===== src/rtl/iob_dbus_bridge.sv =====
// IOb native responder bridging one transaction at a time onto a cmd/rsp data bus.
// Optional response watchdog: define IOB_DBUS_BRIDGE_TIMEOUT_EN.
module iob_dbus_bridge #(
  parameter int ADDR_W  = 32,
  parameter int DATA_W  = 32,
  parameter int TIMEOUT = 255
) (
  input  logic                                 clk,
  input  logic                                 rst,
  input  logic [ADDR_W+DATA_W+DATA_W/8:0]      iob_req,
  output logic [DATA_W:0]                      iob_resp,
  output logic                                 dbus_cmd_valid,
  input  logic                                 dbus_cmd_ready,
  output logic                                 dbus_cmd_wr,
  output logic [ADDR_W-1:0]                    dbus_cmd_address,
  output logic [DATA_W-1:0]                    dbus_cmd_data,
  output logic [DATA_W/8-1:0]                  dbus_cmd_mask,
  output logic [1:0]                           dbus_cmd_size,
  input  logic                                 dbus_rsp_valid,
  input  logic [DATA_W-1:0]                    dbus_rsp_data,
  input  logic                                 dbus_rsp_error,
  output logic                                 err
);

  localparam int STRB_W = DATA_W / 8;
  localparam int REQ_W  = 1 + ADDR_W + DATA_W + STRB_W;

  // state | meaning
  // IDLE  | waiting for an IOb request
  // CMD   | command presented on dbus, waiting for cmd_ready
  // RSP   | read accepted, waiting for rsp_valid
  // DONE  | one-cycle IOb ready pulse
  typedef enum logic [1:0] {IDLE, CMD, RSP, DONE} state_t;

  state_t state, state_next;

  logic              req_valid;
  logic [ADDR_W-1:0] req_addr;
  logic [DATA_W-1:0] req_wdata;
  logic [STRB_W-1:0] req_wstrb;

  assign req_valid = iob_req[REQ_W-1];
  assign req_addr  = iob_req[ADDR_W+DATA_W+STRB_W-1 -: ADDR_W];
  assign req_wdata = iob_req[DATA_W+STRB_W-1 -: DATA_W];
  assign req_wstrb = iob_req[STRB_W-1:0];

  logic [ADDR_W-1:0] addr_q;
  logic [DATA_W-1:0] data_q;
  logic [STRB_W-1:0] mask_q;
  logic [1:0]        size_q;
  logic              wr_q;
  logic [DATA_W-1:0] rdata_q;
  logic              err_q;

  logic rsp_take;
  logic timeout_hit;

  function automatic logic [1:0] write_size(input logic [STRB_W-1:0] strb);
    int n;
    n = 0;
    for (int i = 0; i < STRB_W; i++) begin
      if (strb[i]) n++;
    end
    if (n == 1)      return 2'd0;
    else if (n == 2) return 2'd1;
    else             return 2'd2;
  endfunction

`ifdef IOB_DBUS_BRIDGE_TIMEOUT_EN
  localparam int CNT_W = (TIMEOUT < 1) ? 1 : $clog2(TIMEOUT + 1);
  localparam logic [DATA_W-1:0] TIMEOUT_DATA = DATA_W'(32'hDEADBEEF);

  logic [CNT_W-1:0] to_cnt;
  logic             stale;

  // A response that outlived its watchdog is swallowed once, whatever the state.
  assign rsp_take    = (state == RSP) && dbus_rsp_valid && !stale;
  assign timeout_hit = (state == RSP) && !rsp_take && (to_cnt == '0);

  always_ff @(posedge clk or posedge rst) begin
    if (rst) begin
      to_cnt <= '0;
      stale  <= 1'b0;
    end else begin
      if (state == CMD)
        to_cnt <= CNT_W'(TIMEOUT);
      else if (state == RSP && to_cnt != '0)
        to_cnt <= to_cnt - 1'b1;

      if (timeout_hit)
        stale <= 1'b1;
      else if (stale && dbus_rsp_valid)
        stale <= 1'b0;
    end
  end
`else
  assign rsp_take    = (state == RSP) && dbus_rsp_valid;
  assign timeout_hit = 1'b0;
`endif

  always_ff @(posedge clk or posedge rst) begin
    if (rst) state <= IDLE;
    else     state <= state_next;
  end

  always_comb begin
    state_next = state;
    case (state)
      IDLE: if (req_valid) state_next = CMD;
      CMD:  if (dbus_cmd_ready) state_next = wr_q ? DONE : RSP;
      RSP:  if (rsp_take || timeout_hit) state_next = DONE;
      DONE: state_next = IDLE;
      default: state_next = IDLE;
    endcase
  end

  always_ff @(posedge clk or posedge rst) begin
    if (rst) begin
      addr_q  <= '0;
      data_q  <= '0;
      mask_q  <= '0;
      size_q  <= 2'd0;
      wr_q    <= 1'b0;
      rdata_q <= '0;
      err_q   <= 1'b0;
    end else begin
      if (state == IDLE && req_valid) begin
        addr_q <= req_addr;
        data_q <= req_wdata;
        wr_q   <= |req_wstrb;
        mask_q <= (|req_wstrb) ? req_wstrb : '1;
        size_q <= (|req_wstrb) ? write_size(req_wstrb) : 2'd2;
      end

      if (rsp_take)
        rdata_q <= dbus_rsp_data;
`ifdef IOB_DBUS_BRIDGE_TIMEOUT_EN
      else if (timeout_hit)
        rdata_q <= TIMEOUT_DATA;
`endif

      if ((rsp_take && dbus_rsp_error) || timeout_hit)
        err_q <= 1'b1;
    end
  end

  assign dbus_cmd_valid   = (state == CMD);
  assign dbus_cmd_wr      = wr_q;
  assign dbus_cmd_address = addr_q;
  assign dbus_cmd_data    = data_q;
  assign dbus_cmd_mask    = mask_q;
  assign dbus_cmd_size    = size_q;
  assign iob_resp         = {rdata_q, (state == DONE)};
  assign err              = err_q;

endmodule


===== config.mk =====
export PLATFORM = sky130hd
export DESIGN_NAME = iob_dbus_bridge
export DESIGN_NICKNAME = d
export VERILOG_FILES = /design/src/rtl/iob_dbus_bridge.sv
export SDC_FILE = /design/constraint.sdc
export NUM_CORES = 1
export LEC_CHECK = 0
export CELL_PAD_IN_SITES_DETAIL_PLACEMENT = 2
export CELL_PAD_IN_SITES_GLOBAL_PLACEMENT = 2
export CORE_MARGIN = 3
export CORE_UTILIZATION = 23
export DETAILED_ROUTE_END_ITERATION = 12
export PLACE_DENSITY_LB_ADDON = 0.25
export SYNTH_ARGS = -nofsm -noshare
export SYNTH_HDL_FRONTEND = slang
export SYNTH_SLANG_ARGS = --single-unit

===== constraint.sdc =====
create_clock -name clk -period 3.6 [get_ports clk]
set_input_delay 0.54 -clock clk [delete_from_list [all_inputs] [get_ports clk]]
set_output_delay 0.54 -clock clk [all_outputs]
set_load 0.1 [all_outputs]

# Yosys cells after proc, flatten, opt, wreduce, memory -nomap -nowiden
# Cells that the tools add are included.
[word_totals]
wordCells = 42
regBits = 106
input_bits = 106
output_inout_bits = 106
[classes]
n_mux = 17
eq_ne = 8
addsub = 3
reduce_logical = 6
[ops]
columns = ["op", "n"]
rows = [
  ["two-way mux 32 bit", 7],
  ["adder 32 x 2 -> 32 bit, second input constant", 3],
  ["== test 32 x 2 -> 1 bit, second input constant", 1],
  ["== test 32 x 3 -> 1 bit, second input constant", 1],
  ["two-way mux 2 bit", 6],
  ["case mux 2 bit (4 select lines)", 1],
  ["== test 2 bit, second input constant", 2],
  ["two-way mux 4 bit", 1],
  ["inequality test 2 bit, second input constant", 2],
  ["OR reduction 4 bit", 1],
  ["logical AND 1 bit", 3],
  ["AND reduction 3 bit", 1],
  ["== test 2 x 1 -> 1 bit, second input constant", 1],
  ["logical NOT 2 bit", 1],
  ["two-way mux 1 bit", 2],
  ["inequality test 2 x 1 -> 1 bit, second input constant", 1],
]

# Depth between registers and ports, before layout
# Gate-level depths: netlist (run 1).
[depth]
depth_word = 16
mapped_depth = 8
depth_no_buf = 8

# Worst setup path before layout (run 1)
# OpenSTA, ideal clock, no wires.
[synth_timing]
path_type = "in2reg"
startpoint = "input iob_req[0]"
endpoint = "register size_q[1] (netlist: dbus_cmd_size[1])"
path_stages = 7
path_buffers = 0
required_time_ps = 3474
arrival_ps = 2176
slack_ps = 1298
setup_time_ps = 126
cell_sequence = "inv_1 > ha_1 > xor2_1 > ha_1 > mux2i_1 > mux2_2 > o32a_1"
[synth_via]
elab_chain_cells = 15
word_cells_on_any_way = 17
cone_classes = "3 x add/sub; 2 x eq/ne; 11 x mux; 1 x reduce/logical"
[synth_rtl]
columns = ["element", "line", "text"]
rows = [
  ["start: declaration", "10", "input logic [ADDR_W+DATA_W+DATA_W/8:0] iob_req,"],
  ["two-way mux 1 bit", "62", "if (strb[i]) n++;"],
  ["two-way mux 32 bit", "127", "if (state == IDLE && req_valid) begin"],
  ["adder 32 x 2 -> 32 bit", "62", ""],
  ["two-way mux 32 bit", "62", ""],
  ["two-way mux 32 bit", "127", ""],
  ["adder 32 x 2 -> 32 bit", "62", ""],
  ["two-way mux 32 bit", "62", ""],
  ["two-way mux 32 bit", "127", ""],
  ["adder 32 x 2 -> 32 bit", "62", ""],
  ["two-way mux 32 bit", "62", ""],
  ["two-way mux 32 bit", "127", ""],
  ["== test 32 x 3 -> 1 bit", "65", "else if (n == 2) return 2'd1;"],
  ["two-way mux 2 bit", "65", ""],
  ["two-way mux 2 bit", "64", "if (n == 1) return 2'd0;"],
  ["two-way mux 2 bit (*)", "132", "size_q <= (|req_wstrb) ? write_size(req_wstrb) : 2'd2;"],
  ["end signal: assignment", "132", ""],
  ["end: declaration", "50", "logic [1:0] size_q;"],
]
# Mark *: on every way between the ends. The rest lies on a longest branch, timed or not. The select of a mux whose other input is x is not followed.
# A chain may end at the register's enable or synchronous reset.

# Worst setup path after layout (run 1)
# Ends and elaborated chain as after synthesis.

==> results of run 1 <==
==> cell usage in the layout, fill, tap and decap left out, types with 2 or more instances in the layout <==
cell               n
a21oi_1            3
buf_4              5
clkbuf_16          9
clkdlybuf4s50_1  210
dfrtp_1          106
ha_1               8
inv_1              7
inv_6              2
mux2_2            34
mux2i_1            2
nand2_1          197
nand2b_1           2
nand3_1            3
nor2_1             2
o21ai_0            2
o22a_1             4
==> state kept, by name, summed over array words and instances, names as in the netlist <==
| name | flops |
|---|---|
| dbus_cmd_address | 32 |
| dbus_cmd_data | 32 |
| dbus_cmd_mask | 4 |
| dbus_cmd_size | 2 |
| dbus_cmd_wr | 1 |
| err | 1 |
| rdata_q | 32 |
| state | 2 |
==> through the flow <==
stage	area, um^2	std cells	setup slack (ns)	utilization [%]	hold WS (ns)
after floorplan	4210	405	0.271	-	0.554
after global placement	6580	826	0.698	37.4	0.449
after detailed placement	6580	826	0.560	37.4	0.456
after CTS	6880	842	0.927	39.1	0.473
after global routing	6880	842	0.822	39.1	0.510
final	6880	842	0.934	39.1	0.467
==> worst max-delay path, cell delays in order <==
cell and delay (ns):
clkdlybuf4s50_1 0.52, inv_1 0.06, ha_1 0.37, xor2_1 0.19
ha_1 0.36, mux2i_1 0.18, mux2_2 0.35, o32a_1 0.33
==> worst paths after layout <==
check                              endpoint  cells after the start
setup / recovery           dbus_cmd_size[1]                      8
hold / removal                          err                      1
setup reg to reg           dbus_cmd_size[1]                      5
hold reg to reg                         err                      1
max in group asynchronous       rdata_q[18]                      3
min in group asynchronous       rdata_q[17]                      2
==> per-layer routing <==
| layer | global-route usage (%) | share of wire (%) | vias up |
|---|---|---|---|
| met1 | 18.0 | 42 | 1815 |
| met4 | 4.59 | 1.3 | 0 |
| li1 | - | - | 1693 |
| met5 | 0 | 0 | - |
| met2 | 25.7 | 51 | 121 |
| met3 | 3.54 | 6.0 | 11 |
==> area by class of cell <==
cell class	instances	share of cell area, %
clock inverters	5	0.873
flip-flops and latches	106	38.6
inverters	8	0.473
clock buffers	11	3.53
well taps	225	4.09
repair buffers	216	31.4
multi-input cells	271	21.1
==> Yosys cell counts <==
| cell | count |
|---|---|
| mux2_2 | 34 |
| o21a_1 | 1 |
| ha_1 | 8 |
| a21oi_1 | 3 |
| xor2_1 | 1 |
| mux2i_1 | 2 |
| o221ai_1 | 1 |
| o32a_1 | 1 |
| a2bb2oi_1 | 1 |
| inv_1 | 8 |
| o22a_1 | 4 |
| nand3_1 | 3 |
| dfrtp_1 | 106 |
| buf_2 | 3 |
| nand2_1 | 198 |
| clkbuf_1 | 10 |
| o21ai_0 | 2 |
| and2_1 | 1 |
| nor2b_1 | 1 |
| or3b_1 | 1 |
| o21bai_1 | 1 |
| buf_1 | 6 |
| nor2_1 | 2 |
| nand3b_1 | 1 |
| o21ai_2 | 1 |
| a31o_2 | 1 |
| a2111oi_0 | 1 |
| buf_4 | 1 |
| nand2b_1 | 2 |
==> kinds of logic after synthesis <==
| kind of cell | after synthesis |
|---|---|
| flops | 106 |
| compound gates | 17 |
| xor+xnor | 1 |
| buf+inv | 28 |
| simple gates | 209 |
| mux | 36 |
| fa+ha+maj | 8 |
==> metrics.yaml, run 1 <==
global_routing:
  gr-usage-all-layers_pct: 14.7
  grt_first_pass_wirelength_mm: 23.0
  grt_max_degree: 70
  grt_pass1_vias: 4061
  antenna_found_initial: 0
  grt_overflow: 0
clock_tree:
  cts.reportedPaths.clkPinSlew_ns: 0.07
  cts.sinks: 106
  cts_hold_buf: 0
  cts_buffers: 9
  postCtsSetupRepairBufs: 0
  cts_root_buf: "clkbuf_16"
  cts_tree: "done"
  cts_max_level: 3
  cts_max_path_buffers: 2
  post_cts_resize_count: 0
  clk_latency_ns: 0.35
timing:
  slew_viol_final: 0
  worst_pin_slew_ns: 1.04
  setup_tns_ns: 0
  setup_violations: 0
  max_slew_margin_pct: 30.7
  finalHoldViolCount: 0
  post-route-period-util_pct: 74.0
  grt_setup_unrepaired: "false"
  fin_crit_ns: 2.67
  finalClockSkew_ns: 0.0113
  max_freq_ghz: 0.375
synth:
  syn_inst: 405
  yosysTopAreaCell: "dfrtp_1"
  synth_area_um2: 4210
  synth_xor_area_share_pct: 0.208
  ys_seq_elements: 106
  synth_top_family_by_area: "simple AND/OR/NAND/NOR gates"
  syn_nets: 519
  synthAdderAreaFrac_pct: 2.38
  synth.avg_cell_area_um2: 10.4
  synth_compound_area_share_pct: 3.06
  yosys.area_share.simple_pct: 19.2
  synth_mux_area_share_pct: 9.56
  yosys_warnings: 0
  yosysUniqueCellTypes: 29
  synth_area_leaders: "dfrtp_1 (63%), nand2_1 (18%), mux2_2 (9.1%)"
  yosysTopAreaCellShare_pct: 63.0
  ys_seq_area_share_pct: 63.0
floorplan:
  start_util_pct: 23.9
  dieWidth_um: 141
  std_cell_rows: 48
  die-area_um2: 20000
  placeableCoreArea_um2: 17600
  ios: 212
  die_h_um: 141
final_layout:
  post_route_cells_drive_above_1_share_pct: 9.72
  multiInputGateArea_um2: 1450
  seqCellArea_um2: 2650
  antenna_cells: 0
  fin_nets: 726
  num-fill-cells: 1869
  area_growth_pct: 63.3
hold_path:
  min_from: "err"
  hp-class: "reg2reg"
setup_path:
  cp_max_fo: 6
  cp-start-kind: "input pin"
  critPathLaunch: "iob_req[0]"
  r2r-start: "state[0]"
  r2r_slack_ns: 1.62
  path_class: "in2reg"
  crit_arrival_ns: 2.90
  required_ns: 3.83
  end_kind: "flop"
placement:
  dp.final_hpwl_mm: 11.1
  gp_congestion: 0.734
  portBuffers: 211
detailed_routing:
  drc_errors: 0
  detail_route.wl_per_cell_um: 17.4
  viasPerCell: 4.32
  first_iter_violations: 122
  vias: 3640
  drtAntennaViolNets: 0
  finalWirelength_mm: 14.6
  dr.pass1.iters: 4
job:
  cap_violations: 0
status:
  outcome: "finished, final reports clean"
Power of run 1 is left out: the tool's default activity adds up to more than one toggle a clock period on the data nets, which glitch-free logic cannot reach.
==> run 2: changes to the inputs <==
--- a/config.mk
+++ b/config.mk
@@ -8,7 +8,7 @@
 export CELL_PAD_IN_SITES_DETAIL_PLACEMENT = 2
 export CELL_PAD_IN_SITES_GLOBAL_PLACEMENT = 2
 export CORE_MARGIN = 3
-export CORE_UTILIZATION = 23
+export CORE_UTILIZATION = 21
 export DETAILED_ROUTE_END_ITERATION = 12
 export PLACE_DENSITY_LB_ADDON = 0.25
 export SYNTH_ARGS = -nofsm -noshare
==> constraint.sdc (replaced) <==
create_clock -name clk -period 2.15 [get_ports clk]
set_input_delay 0.3225 -clock clk [delete_from_list [all_inputs] [get_ports clk]]
set_output_delay 0.3225 -clock clk [all_outputs]
set_load 0.1 [all_outputs]
==> run 2 against run 1 <==
  * Global-route usage down 1.3 points
  * Via count grew 1.7%
  * Critical path type unchanged
  * Sequential share of layout area increased by 0.66 points
  * Critical endpoint unchanged
  * Register-to-register slack worse by 1.4 ns
  * Largest cell class unchanged
  * Clock-buffer cell count is 2 lower
==> metrics.yaml, run 2 (synthesis gave the netlist of run 1 again) <==
final_layout:
  antenna_cells: 0
  final_cell_mix: "nand2_1 (197), buf_4 (116), dfrtp_1 (106)"
  num-fill-cells: 2132
  instances_no_fill: 890
  fin_nets: 735
  final_common_cell: "nand2_1"
  fin_area_um2: 6770
  area_growth_pct: 60.6
  post_route_cells_drive_above_1_share_pct: 28.3
global_routing:
  grt_overflow: 0
  gr-usage-all-layers_pct: 13.5
  grt_max_degree: 107
  grt_pass1_vias: 4087
  antenna_found_initial: 0
  grt_first_pass_wirelength_mm: 23.1
timing:
  slew_viol_final: 0
  setup_tns_ns: 0
  post-route-period-util_pct: 97.1
  setup_violations: 0
  grt_setup_unrepaired: "false"
  finalHoldViolCount: 0
  worst_slack_ns: 0.0614
  fin_crit_ns: 2.09
  finalClockSkew_ns: 0.00708
  max_freq_ghz: 0.479
  max_slew_margin_pct: 60.7
  worst_pin_slew_ns: 0.589
setup_path:
  path_class: "in2reg"
  critPathMaxStageDelay_ns: 0.61
  cp_max_fo: 5
  path_buf_inv: 1
  cp-start-kind: "input pin"
  end_kind: "flop"
  slowest_stage: "clkdlybuf4s50_1"
  required_ns: 2.38
  crit_arrival_ns: 2.32
  crit_family: "buffers and inverters"
  crit_chain: "clkdlybuf4s50_1, nor2_1, a21oi_1, ha_1, mux2i_1, mux2_2, o32a_1"
hold_path:
  hp-class: "in2reg"
floorplan:
  ios: 212
  start_util_pct: 21.5
  std_cell_rows: 51
  die-area_um2: 21800
  die_h_um: 148
  dieWidth_um: 148
  placeableCoreArea_um2: 19600
placement:
  dpl_worst_slack_ns: -0.517
  portBuffers: 211
  post_dp_cell_area_um2: 6460
  dp.final_hpwl_mm: 10.7
  gp_congestion: 0.720
  place_inst: 873
clock_tree:
  cts_buffers: 9
  clk_latency_ns: 0.35
  cts_max_level: 3
  cts.reportedPaths.clkPinSlew_ns: 0.07
  cts_root_buf: "clkbuf_16"
  cts.sinks: 106
  cts_tree: "done"
  cts_max_path_buffers: 2
detailed_routing:
  first_iter_violations: 72
  viasPerCell: 4.16
  drtAntennaViolNets: 0
  dr.pass1.iters: 4
  drc_errors: 0
  vias: 3702
  finalWirelength_mm: 14.6
  detail_route.wl_per_cell_um: 16.4
status:
  outcome: "finished, final reports clean"
job:
  cap_violations: 0
-- run 2: cell types whose count changed in the layout (fill, tap and decap cells not counted), sizes merged --
cell           previous run  this run
dlygate4sd2               0         2
clkbuf                   11         9
inv                      10         9
buf                       6       120
clkinvlp                  1         4
bufinv                    1         0
clkdlybuf4s50           210       103
-- run 2: worst reg2reg max path, delay by kind of cell, from the launching register on --
kind	cells	cell delay, ns
flops	1	0.41
compound gates	2	0.43
fa+ha+maj	1	0.23
buf+inv	1	0.15
simple gates	2	0.60
-- run 2: final timing paths --
check	startpoint	endpoint	slack [ns]	cells past startpoint
min	iob_req[0]	dbus_cmd_mask[0]	0.46	3
max reg2reg	state[0]	dbus_cmd_size[1]	0.21	6
max	iob_req[2]	dbus_cmd_size[1]	0.06	7
min reg2reg	dbus_cmd_address[30]	dbus_cmd_address[30]	0.48	2
min in group asynchronous	rst	dbus_cmd_data[17]	0.51	3
max in group asynchronous	rst	dbus_cmd_data[23]	1.21	3
-- run 2: area by class of cell --
| cell class | count | area, um^2 | share of cell area, % |
|---|---|---|---|
| flip-flops and latches | 106 | 2650 | 39.2 |
| repair buffers | 225 | 2000 | 29.6 |
| multi-input cells | 271 | 1470 | 21.7 |
| well taps | 265 | 332 | 4.90 |
| clock buffers | 9 | 225 | 3.33 |
| clock inverters | 6 | 51.3 | 0.758 |
| inverters | 8 | 33.8 | 0.499 |
-- run 2: per-stage QoR --
| step | utilization, % | hold slack, ns |
|---|---|---|
| after floorplan | - | 0.428 |
| after global placement | 33.0 | 0.461 |
| after detailed placement | 33.0 | 0.467 |
| after CTS | 34.5 | 0.441 |
| after global routing | 34.5 | 0.463 |
| final | 34.5 | 0.462 |
-- run 2: metal layers --
metal  vias up  track usage [%]  wire, um
met5         -                0         0
met2       132             22.6      7110
li1       1706                -         -
met1      1852             17.0      6120
met3        12             3.62      1150
met4         0             4.33       209
-- run 2: what timing repair did --
| action | in CTS | in global routing |
|---|---|---|
| endpoints found under the hold margin | 0 | 0 |
| hold buffers | 0 | 0 |
| endpoints found under the setup margin | 1 | 0 |
| setup buffers | 2 | 0 |
| gates resized for setup | 5 | 0 |
Power of run 2 is left out for the same reason.
